**config.mk**
```make
export PLATFORM = sky130hd
export DESIGN_NAME = apb_master
export DESIGN_NICKNAME = d
export VERILOG_FILES = /design/src/rtl/apb_pkg.sv /design/src/rtl/apb_addr_decoder.sv /design/src/rtl/apb_master.sv
export SDC_FILE = /design/constraint.sdc
export NUM_CORES = 1
export LEC_CHECK = 0
export ABC_AREA = 1
export CORE_ASPECT_RATIO = 1.25
export CORE_MARGIN = 5
export CORE_UTILIZATION = 37
export CTS_CLUSTER_SIZE = 10
export DETAILED_ROUTE_END_ITERATION = 16
export GPL_ROUTABILITY_DRIVEN = 0
export PLACE_DENSITY = 0.83
export SLEW_MARGIN = 10
export SYNTH_ARGS = -nofsm -noshare
export SYNTH_HDL_FRONTEND = slang
export SYNTH_SLANG_ARGS = --single-unit
```
**constraint.sdc**
```tcl
create_clock -name PCLK -period 2 [get_ports PCLK]
set_input_delay 0.4 -clock PCLK [delete_from_list [all_inputs] [get_ports PCLK]]
set_output_delay 0.4 -clock PCLK [all_outputs]
set_load 0.005 [all_outputs]
```
**src/rtl/apb_pkg.sv**
```systemverilog
// Shared types and constants for the APB initiator and its address decoder.
package apb_pkg;

   typedef enum logic [1:0] {
      IDLE   = 2'd0,
      SETUP  = 2'd1,
      ACCESS = 2'd2
   } apb_state_t;

   localparam int          NUM_SLV      = 4;
   localparam logic [19:0] SLV_BASE_DEF = 20'h1000_0;

   typedef logic [1:0] slv_idx_t;

endpackage

```
**src/rtl/apb_addr_decoder.sv**
```systemverilog
// Maps address bits [31:12] onto one of four 4 KiB completer windows starting at SLV_BASE.
module apb_addr_decoder
   import apb_pkg::*;
#(
   parameter logic [19:0] SLV_BASE = SLV_BASE_DEF
)(
   input  logic [19:0]        addr_hi,
   output logic [NUM_SLV-1:0] sel,
   output logic               hit
);

   logic [19:0] offset;
   slv_idx_t    idx;

   // Wrapping subtraction folds addresses below the base into huge offsets, so one compare covers both ends.
   always_comb begin
      offset = addr_hi - SLV_BASE;
      idx    = slv_idx_t'(offset[1:0]);
      hit    = (offset < 20'(NUM_SLV));
      sel    = '0;
      if (hit)
         sel[idx] = 1'b1;
   end

endmodule

```
**src/rtl/apb_master.sv**
```systemverilog
// Single-beat APB initiator: CPU request -> SETUP/ACCESS on one of four completers -> one-cycle ready pulse.
// Optional ACCESS-phase watchdog enabled by defining APB_TIMEOUT_EN.
module apb_master
   import apb_pkg::*;
#(
   parameter logic [19:0] SLV_BASE = SLV_BASE_DEF
`ifdef APB_TIMEOUT_EN
   ,parameter int         TIMEOUT  = 16
`endif
)(
   input  logic        PCLK,
   input  logic        PRESET,
   input  logic        transfer,
   input  logic        write,
   input  logic [31:0] addr,
   input  logic [31:0] wdata,
   output logic [31:0] rdata,
   output logic        ready,
   output logic        error,
   output logic [31:0] PADDR,
   output logic [31:0] PWDATA,
   output logic        PWRITE,
   output logic        PENABLE,
   output logic [3:0]  PSEL,
   input  logic [31:0] PRDATA0,
   input  logic [31:0] PRDATA1,
   input  logic [31:0] PRDATA2,
   input  logic [31:0] PRDATA3,
   input  logic        PREADY0,
   input  logic        PREADY1,
   input  logic        PREADY2,
   input  logic        PREADY3
);

   apb_state_t         state_q, state_n;
   logic [31:0]        paddr_n, pwdata_n, rdata_n;
   logic               pwrite_n, penable_n, ready_n, error_n;
   logic [NUM_SLV-1:0] psel_n;
   logic [NUM_SLV-1:0] dec_sel;
   logic               dec_hit;
   logic [NUM_SLV-1:0] pready_vec;
   logic [31:0]        prdata_vec [NUM_SLV];
   logic               pready_sel;
   logic [31:0]        prdata_sel;
`ifdef APB_TIMEOUT_EN
   localparam logic [4:0] CNT_LAST = 5'(TIMEOUT - 1);
   logic [4:0]         cnt_q, cnt_n;
`endif

   apb_addr_decoder #(.SLV_BASE(SLV_BASE)) u_dec (
      .addr_hi (addr[31:12]),
      .sel     (dec_sel),
      .hit     (dec_hit)
   );

   assign pready_vec    = {PREADY3, PREADY2, PREADY1, PREADY0};
   assign prdata_vec[0] = PRDATA0;
   assign prdata_vec[1] = PRDATA1;
   assign prdata_vec[2] = PRDATA2;
   assign prdata_vec[3] = PRDATA3;

   // Only the currently selected completer may complete the access or supply data.
   always_comb begin
      pready_sel = 1'b0;
      prdata_sel = '0;
      for (int i = 0; i < NUM_SLV; i++) begin
         if (PSEL[i]) begin
            pready_sel = pready_sel | pready_vec[i];
            prdata_sel = prdata_sel | prdata_vec[i];
         end
      end
   end

   always_comb begin
      state_n   = state_q;
      paddr_n   = PADDR;
      pwdata_n  = PWDATA;
      pwrite_n  = PWRITE;
      psel_n    = PSEL;
      penable_n = PENABLE;
      rdata_n   = rdata;
      ready_n   = 1'b0;
      error_n   = 1'b0;
`ifdef APB_TIMEOUT_EN
      cnt_n     = cnt_q;
`endif
      case (state_q)
         IDLE: begin
            if (transfer) begin
               paddr_n  = addr;
               pwdata_n = wdata;
               pwrite_n = write;
               if (dec_hit) begin
                  psel_n    = dec_sel;
                  penable_n = 1'b0;
                  state_n   = SETUP;
               end else begin
                  ready_n = 1'b1;
                  error_n = 1'b1;
                  rdata_n = '0;
               end
            end
         end
         SETUP: begin
            penable_n = 1'b1;
            state_n   = ACCESS;
`ifdef APB_TIMEOUT_EN
            cnt_n     = '0;
`endif
         end
         ACCESS: begin
            if (pready_sel) begin
               if (!PWRITE)
                  rdata_n = prdata_sel;
               ready_n   = 1'b1;
               psel_n    = '0;
               penable_n = 1'b0;
               state_n   = IDLE;
            end
`ifdef APB_TIMEOUT_EN
            else if (cnt_q == CNT_LAST) begin
               rdata_n   = '0;
               ready_n   = 1'b1;
               error_n   = 1'b1;
               psel_n    = '0;
               penable_n = 1'b0;
               state_n   = IDLE;
            end else begin
               cnt_n = cnt_q + 5'd1;
            end
`endif
         end
         default: state_n = IDLE;
      endcase
   end

   always_ff @(posedge PCLK) begin
      if (PRESET) begin
         state_q <= IDLE;
         PADDR   <= '0;
         PWDATA  <= '0;
         PWRITE  <= 1'b0;
         PSEL    <= '0;
         PENABLE <= 1'b0;
         rdata   <= '0;
         ready   <= 1'b0;
         error   <= 1'b0;
`ifdef APB_TIMEOUT_EN
         cnt_q   <= '0;
`endif
      end else begin
         state_q <= state_n;
         PADDR   <= paddr_n;
         PWDATA  <= pwdata_n;
         PWRITE  <= pwrite_n;
         PSEL    <= psel_n;
         PENABLE <= penable_n;
         rdata   <= rdata_n;
         ready   <= ready_n;
         error   <= error_n;
`ifdef APB_TIMEOUT_EN
         cnt_q   <= cnt_n;
`endif
      end
   end

endmodule
```
* Word level (Yosys, flattened, before mapping)
Cells that the tools add are included.
Operators by class: $lt $le $gt $ge 3, reduce and logical (&&, ||, !) cells 10, bitwise gates (word level) 7, multipliers 0, muxes and demuxes 31, div/mod/pow operators 0, add/sub/neg operators 1, equal/unequal tests 7, shift operators 0
Operator list (count):
- 32-bit 2-to-1 mux | 8
- 32-bit OR | 3
- 32-bit one-hot mux with 2 select lines | 1
- 20-bit by 3-bit < comparator with 1-bit output (second input constant) | 1
- 20-bit by 17-bit subtractor with 20-bit output (second input constant) | 1
- 4-bit 2-to-1 mux | 3
- 1-bit 2-to-1 mux | 11
- 2-bit != test (second input constant) | 5
- 4-bit one-hot mux with 2 select lines | 1
- 4-bit AND reduction | 2
- 2-bit 2-to-1 mux | 3
- 2-bit one-hot mux with 3 select lines | 1
- 5-bit AND reduction | 1
- 2-bit by 3-bit < comparator with 1-bit output (second input constant) | 1
- 1-bit OR | 3
- 1-bit one-hot mux with 3 select lines | 1
- 3-bit AND reduction | 1
- 3-bit nonzero test | 1
- 1-bit demux with 2-bit select | 1
- 2-bit by 1-bit == test with 1-bit output (second input constant) | 1
- 2-bit == test (second input constant) | 1
- 2-bit by 1-bit >= comparator with 1-bit output (second input constant) | 1
- 2-bit zero test | 1
- 1-bit one-hot mux with 2 select lines | 1
- 5 further kinds | 5
Storage, ports and cells: register bits 106, memories 0, output and inout port bits 104, memory bits (writable) 0, ROM bits 0, bits in latches 0

* Depth between registers and ports, before layout
Gate-level depths: netlist of the first run.
depth in word-level cells 10, gate-level depth with buffers 11

* Cells and area by module
Synthesis of the first run repeated with hierarchy kept, for this count alone.
Unflattened totals: cell total of the unflattened synthesis 818, area, all modules 5079.9 µm²
By module, submodules not included:
- apb_master | instances 1, area an instance 4961.0 µm², cells each 790
- apb_addr_decoder | instances 1, area an instance 118.9 µm², cells each 28

* Worst setup path before layout of the first run
Ideal clock, no wire load.
path type register to register, start reg state_q[0], end reg rdata[0], library setup time 120 ps, stages on the path, launching flop included 12, buffers on the path 2, arrival 1564 ps, slack 316 ps, path through dfxtp_1 inv_1 ha_1 buf_6 inv_1 a21oi_2 nand2_2 a21oi_4 nand2_4 nand2_8 buf_12 a21oi_2
On the way: cells in the longest elaborated chain, start to end 3
Ends and longest elaborated chain:
- start: declaration | line apb_master.sv:35 | apb_state_t state_q, state_n;
- start signal: assignment | line apb_master.sv:152 | state_q <= state_n;
- 2-bit == test or 2-bit zero test (tied branches) | line apb_master.sv:87 | case (state_q)
- 2-bit != test (no line) or 2-bit nonzero test (tied branches)
- 5-bit AND reduction (no line)
- end signal: assignment | line apb_master.sv:158 | rdata <= rdata_n;
- end: declaration | line apb_master.sv:17 | output logic [31:0] rdata,
Parallel ways exist; a longest one is shown, timed or not. A chain may end at the register's enable or synchronous reset.

* Final worst setup path of the first run
start reg PSEL[3], end out PSEL[3]
RTL lines:
- start: declaration | line apb_master.sv:24 | output logic [3:0] PSEL,
- start signal: assignment | line apb_master.sv:156 | PSEL <= psel_n;
No word-level cell between the ends.

==> results of run 1 <==
## placed cells by master, fill, tap and decap left out, drive strengths merged
| cell type | synthesis | routed |
|---|---|---|
| a21oi | 74 | 74 |
| a22o | 64 | 64 |
| buf | 14 | 27 |
| bufinv | 0 | 1 |
| clkbuf | 35 | 10 |
| clkdlybuf4s50 | 0 | 303 |
| clkinv | 0 | 1 |
| clkinvlp | 0 | 2 |
| dfxtp | 106 | 106 |
| ha | 4 | 4 |
| inv | 15 | 16 |
| nand2 | 29 | 29 |
| nand3 | 8 | 8 |
| nand4 | 1 | 1 |
| nor2 | 144 | 144 |
| nor3 | 4 | 4 |
| o21ai | 97 | 97 |
| o31ai | 1 | 1 |
| or2 | 1 | 1 |
## critical path: cells and delay by family (launching register included)
family   cells  cell delay, ns
flops        1            0.38
buf+inv      2            0.73
## through the flow
step	power (mW)	utilization	area [um2]	setup WS, ns	TNS [ns]
after global routing	5.31	0.657	8360	0.0699	0
after floorplan	2.60	-	4800	0.316	0
final	5.05	0.657	8360	0.152	0
after detailed placement	3.32	0.633	8060	-0.0672	-1.66
after CTS	5.11	0.657	8360	0.0509	0
after global placement	3.30	0.633	8060	-0.0407	-0.947
## per-layer routing
layer | track usage | share of wire
met1 | 0.258 | 0.39
met3 | 0.0668 | 0.074
met2 | 0.384 | 0.50
met5 | 0 | 0
met4 | 0.0845 | 0.032
## sequential cells by signal (all words and copies together) (netlist names), 2 cells and up
name / flops
PADDR: 32
PSEL: 4
PWDATA: 32
rdata: 32
state_q: 2
## power by group through the flow
| stage | logic, mW | registers [mW] | clock network, mW |
|---|---|---|---|
| 6_report | 0.970 | 2.29 | 1.79 |
| 5_1_grt | 1.04 | 2.31 | 1.95 |
| 4_1_cts | 0.977 | 2.30 | 1.84 |
| 3_5_place_dp | 0.973 | 2.34 | 0 |
| 3_3_place_gp | 0.962 | 2.34 | 0 |
| 2_1_floorplan | 0.251 | 2.35 | 0 |
## area by class of cell
cell class | instances | area, um2 | share of cell area
multi-input cells | 427 | 2360 | 0.282
clock buffers | 10 | 239 | 0.0286
inverters | 15 | 56.3 | 0.00674
clock inverters | 5 | 62.6 | 0.00748
repair buffers | 330 | 3310 | 0.396
flip-flops and latches | 106 | 2120 | 0.254
well taps | 168 | 210 | 0.0251
## logic make-up after synthesis
| logic type | count (synthesis) | synth area share |
|---|---|---|
| buf+inv | 64 | 0.0683 |
| fa+ha+maj | 4 | 0.0104 |
| compound gates | 236 | 0.323 |
| simple gates | 187 | 0.156 |
| flops | 106 | 0.442 |
## worst min path at each step
stage,end
4_1_cts,state_q[0]
6_report,PADDR[5]
5_1_grt,PWDATA[15]
3_5_place_dp,PADDR[24]
2_1_floorplan,state_q[1]
3_3_place_gp,PWDATA[15]
==> results.yml, run 1 <==
status:
  status: "finished, final reports clean"
place:
  hpwl_um: 14000
  portBuffers: 303
  dp_cells: 1046
die:
  die-area_um2: 15400
  die-height_um: 137
  io_pins: 304
  initial_core_util: 0.378
  rows: 46
  coreArea_um2: 12700
  die_w_um: 112
setup_path:
  crit_slowest_cell: "clkdlybuf4s50_1"
  cp_data_required_time_ns: 1.60
  endpoint: "PSEL[3]"
  r2r.worst_path.cells: 10
  endpoint_kind: "output port"
  crit_fanout: 10
  critPathArrivalTime_ns: 1.45
  worstReg2RegStart: "state_q[0]"
  path_class: "reg2out"
  cp-start-kind: "register"
  crit_path_max_incr_delay_ns: 0.53
  critical_path.cell_chain: "buf_4 -> clkdlybuf4s50_1"
  rr_endpoint: "rdata[20]"
  ff2ff_setup_slack_ns: 0.21
  startpoint: "PSEL[3]"
pwr:
  ir_drop_uv: 383
  internal-power_mw: 3.88
  clkPwrFrac: 0.354
  p_leak_nw: 3.22
  swShare: 0.232
  pwr-share-seq: 0.454
  cellPowerDensity_nw_per_um2: 604
  switchingPower_mw: 1.17
  combPwrFrac: 0.192
drt:
  drc: 0
  wl_um: 17800
  num_vias: 5199
  wire_per_inst_um: 16.8
  drtIter0Drc: 185
  via_per_inst: 4.90
  dr.pass1.iters: 4
  ant_nets: 0
layout:
  layoutNonFillerInstCount: 1061
  drive_gt1_frac: 0.0952
  antenna_cells: 0
  nets: 1093
  fillers: 1095
  area_growth_pct: 74.1
sta:
  min_period_ns: 1.85
  worst_pin_slew_ns: 0.525
  slew_headroom: 0.650
  slew_viol_final: 0
  fmax_ghz: 0.541
  hold_viol: 0
  hold_ws_ns: 0.481
  setup_viol: 0
  skew_ns: 0.00970
  rsz0062_at_grt: "no"
  fin_crit_sh: 0.924
clocking:
  post_cts_resized: 0
  clk_root_buffer_cell: "clkbuf_16"
  post_cts_buffers: 0
  cts_tree: "yes"
  path_clk_slew_ns: 0.07
  cts_sinks: 106
  cts_buffer_depth: 2
  postCtsHoldBufs: 0
  h-tree-depth: 3
  cts_buffers: 9
  clock_latency_ns: 0.34
logic_synthesis:
  synth_top_area_cell: "dfxtp_1"
  synth-seq-cells: 106
  yosysMostFrequentCell: "nor2_1"
  synth_edf_count: 0
  synth_area_um2: 4800
  ys_seq_area_frac: 0.442
  synthArstFlopShare: 0
  syn_nets: 801
  synthDistinctLibCells: 24
  ys_warn_count: 0
  ys_top_cells_by_area: "dfxtp_1 44%, a22o_1 12%, nor2_1 11%"
  synth_commonest_cells: "143 x nor2_1, 106 x dfxtp_1, 97 x o21ai_0"
  yosys_most_used_dff: "dfxtp_1"
  syn_area_per_cell_um2: 8.04
  netlist.area_leader.share: 0.442
  synthCells: 597
global_routing:
  grtUsageTotal: 0.222
  grt_overflow: 0
  grt_pass1_vias: 5143
  antenna_found_initial: 0
  grt_max_degree: 64
  grt_pass1_wl_um: 27100
job:
  drv_cap: 0
hold_path:
  min_path_type: "reg2reg"
  hold_path.startpoint: "PADDR[5]"
  whs_path_depth: 2
(Power assumes the default switching activity.)
==> run 2, diff against run 1 <==
- CORE_UTILIZATION: 37 -> 38
- MAX_ROUTING_LAYER: default -> met4
- SYNTH_HIERARCHICAL: default -> 1
==> run 2 against run 1 <==
Effect of this change:
- synthesized cell count is 37% higher
- total power is 0.12% higher
- hold slack better by 0.0022 ns
- critical path depth is 11 higher
- first-iteration DRC count is 15% higher
==> results.yml, run 2 <==
sta:
  fmax_ghz: 0.546
  hold_viol: 0
  skew_ns: 0.0110
  slew_headroom: 0.802
  worst_pin_slew_ns: 0.294
  min_period_ns: 1.83
  slew_viol_final: 0
  rsz0062_at_grt: "no"
  setup_viol: 0
  fin_crit_sh: 0.917
  final.setup.worst_slack_ns: 0.167
layout:
  area_growth_pct: 69.8
  post-route-util: 0.655
  reg_top3: "PADDR (32), PWDATA (32), rdata (32)"
  fillers: 1179
  design_area_um2: 8620
  nets: 1310
  final_common_cell: "clkdlybuf4s50_1"
  most-common-layout-cells: "303 x clkdlybuf4s50_1, 254 x nand2_1, 212 x nor2_1, 106 x dfxtp_1, 77 x inv_1"
  drive_gt1_frac: 0.0511
clocking:
  h-tree-depth: 3
  cts_sinks: 106
  cts_buffer_depth: 2
  postCtsHoldBufs: 0
  cts_buffers: 9
  post_cts_buffers: 0
  cts_tree: "yes"
  path_clk_slew_ns: 0.07
  post_cts_resized: 0
  clock_latency_ns: 0.35
  clk_root_buffer_cell: "clkbuf_16"
logic_synthesis:
  ys_warn_count: 6
  yosys_most_used_dff: "dfxtp_1"
  ys_seq_area_frac: 0.418
  yosysMostFrequentCell: "nand2_1"
  syn_area_per_cell_um2: 6.21
  synthArstFlopShare: 0
  ys_top_cells_by_area: "dfxtp_1 42%, nand2_1 19%, nor2_1 16%"
  synth_commonest_cells: "255 x nand2_1, 212 x nor2_1, 106 x dfxtp_1"
  synth_area_um2: 5080
  synth-seq-cells: 106
  synthDistinctLibCells: 21
  netlist.area_leader.share: 0.418
  synth_top_area_cell: "dfxtp_1"
  synth_edf_count: 0
  syn_nets: 1018
  synthCells: 818
drt:
  num_vias: 5877
  ant_nets: 0
  drtIter0Drc: 212
  dr.pass1.iters: 4
  wire_per_inst_um: 13.9
  wl_um: 17900
  via_per_inst: 4.57
  drc: 0
global_routing:
  grt_max_degree: 76
  antenna_found_initial: 1
  grt_pass1_wl_um: 27400
  grt_pass1_vias: 5530
  grtUsageTotal: 0.224
  grt_overflow: 0
setup_path:
  crit_fanout: 10
  endpoint_kind: "register"
  path_class: "in2reg"
  critPathArrivalTime_ns: 2.08
  cp_data_required_time_ns: 2.24
  cp-start-kind: "primary input"
die:
  die-area_um2: 15800
  coreArea_um2: 13200
  io_pins: 304
  die_w_um: 113
  die-height_um: 139
  initial_core_util: 0.386
  rows: 47
pwr:
  p_total_mw: 5.06
  p_leak_nw: 3.54
  cellPowerDensity_nw_per_um2: 586
  ir_drop_uv: 562
job:
  drv_cap: 0
place:
  hpwl_um: 14400
  pre_cts_ws_ns: -0.212
  place_area_um2: 8330
  portBuffers: 303
status:
  status: "finished, final reports clean"
hold_path:
  min_path_type: "reg2reg"
run 2: changes by cell type after synthesis, sizes merged, moves of 15 or more:
cell / previous run / this run
nand2: 29 / 257
nor2: 144 / 216
a21oi: 74 / 3
inv: 15 / 81
a22o: 64 / 0
a31oi: 0 / 32
o21ai: 97 / 67
buf: 14 / 30
clkbuf: 35 / 20
run 2: cell type report:
cell class | count | area, um2 | share of cell area
clock inverter | 6 | 60.1 | 0.00696
sequential | 106 | 2120 | 0.246
antenna | 1 | 2.50 | 0.000290
multi-input combinational | 581 | 2400 | 0.278
clock buffer | 10 | 229 | 0.0266
inverter | 81 | 304 | 0.0353
timing repair buffer | 331 | 3290 | 0.382
tap | 171 | 214 | 0.0248
run 2: worst max-delay path, cell delays in order:
cell and delay, ns:
clkdlybuf4s50_1 0.46, nor2_1 0.15, and2_1 0.19, nand3_2 0.09
inv_1 0.08, inv_1 0.05, nand2_1 0.09, o21ai_2 0.08
nand3_4 0.14, buf_4 0.18, nand2_1 0.06, nand2_1 0.06
nor2_1 0.04
run 2: metrics by stage:
stage / TNS [ns] / instances / hold WS, ns
after global placement: -5.02 / 1270 / 0.460
after detailed placement: -5.64 / 1270 / 0.471
final: 0 / 1287 / 0.483
after global routing: 0 / 1287 / 0.510
after CTS: 0 / 1286 / 0.488
after floorplan: 0 / 818 / 0.478
run 2: per-layer routing:
layer,wire length [um],GRT usage
met2,8820,0.389
met4,357,0.0684
met3,1970,0.0890
met5,0,-
met1,6790,0.233
run 2: cell families (layout without fill, tap and decap cells):
kind of cell           count (synthesis)  in the layout  share of synthesized area
and+or+nand+nor                      479            479                      0.363
buffers and inverters                131            428                      0.111
DFF                                  106            106                      0.418
AOI/OAI and AO/OA                    102            102                      0.109
other                                  0              1                          0
run 2: report_power, final:
part           switching (mW)  internal [mW]  leakage, nW
clock                   0.857          0.876        0.141
combinational           0.350          0.671         2.52
sequential             0.0647           2.24        0.877
total                    1.27           3.79         3.54
run 2: worst paths after layout:
check,startpoint,to,slack [ns],depth (start not counted)
hold / removal,PADDR[21],PADDR[21],0.48,2
hold reg to reg,PADDR[21],PADDR[21],0.48,2
setup reg to reg,state_q[1],PADDR[6],0.54,6
setup / recovery,addr[16],rdata[24],0.17,13
==> run 3, diff against run 2 <==
- SLEW_MARGIN: 10 -> default
==> results of run 3 <==
Same layout as run 2: the final DEF is identical, and so are final timing and power.
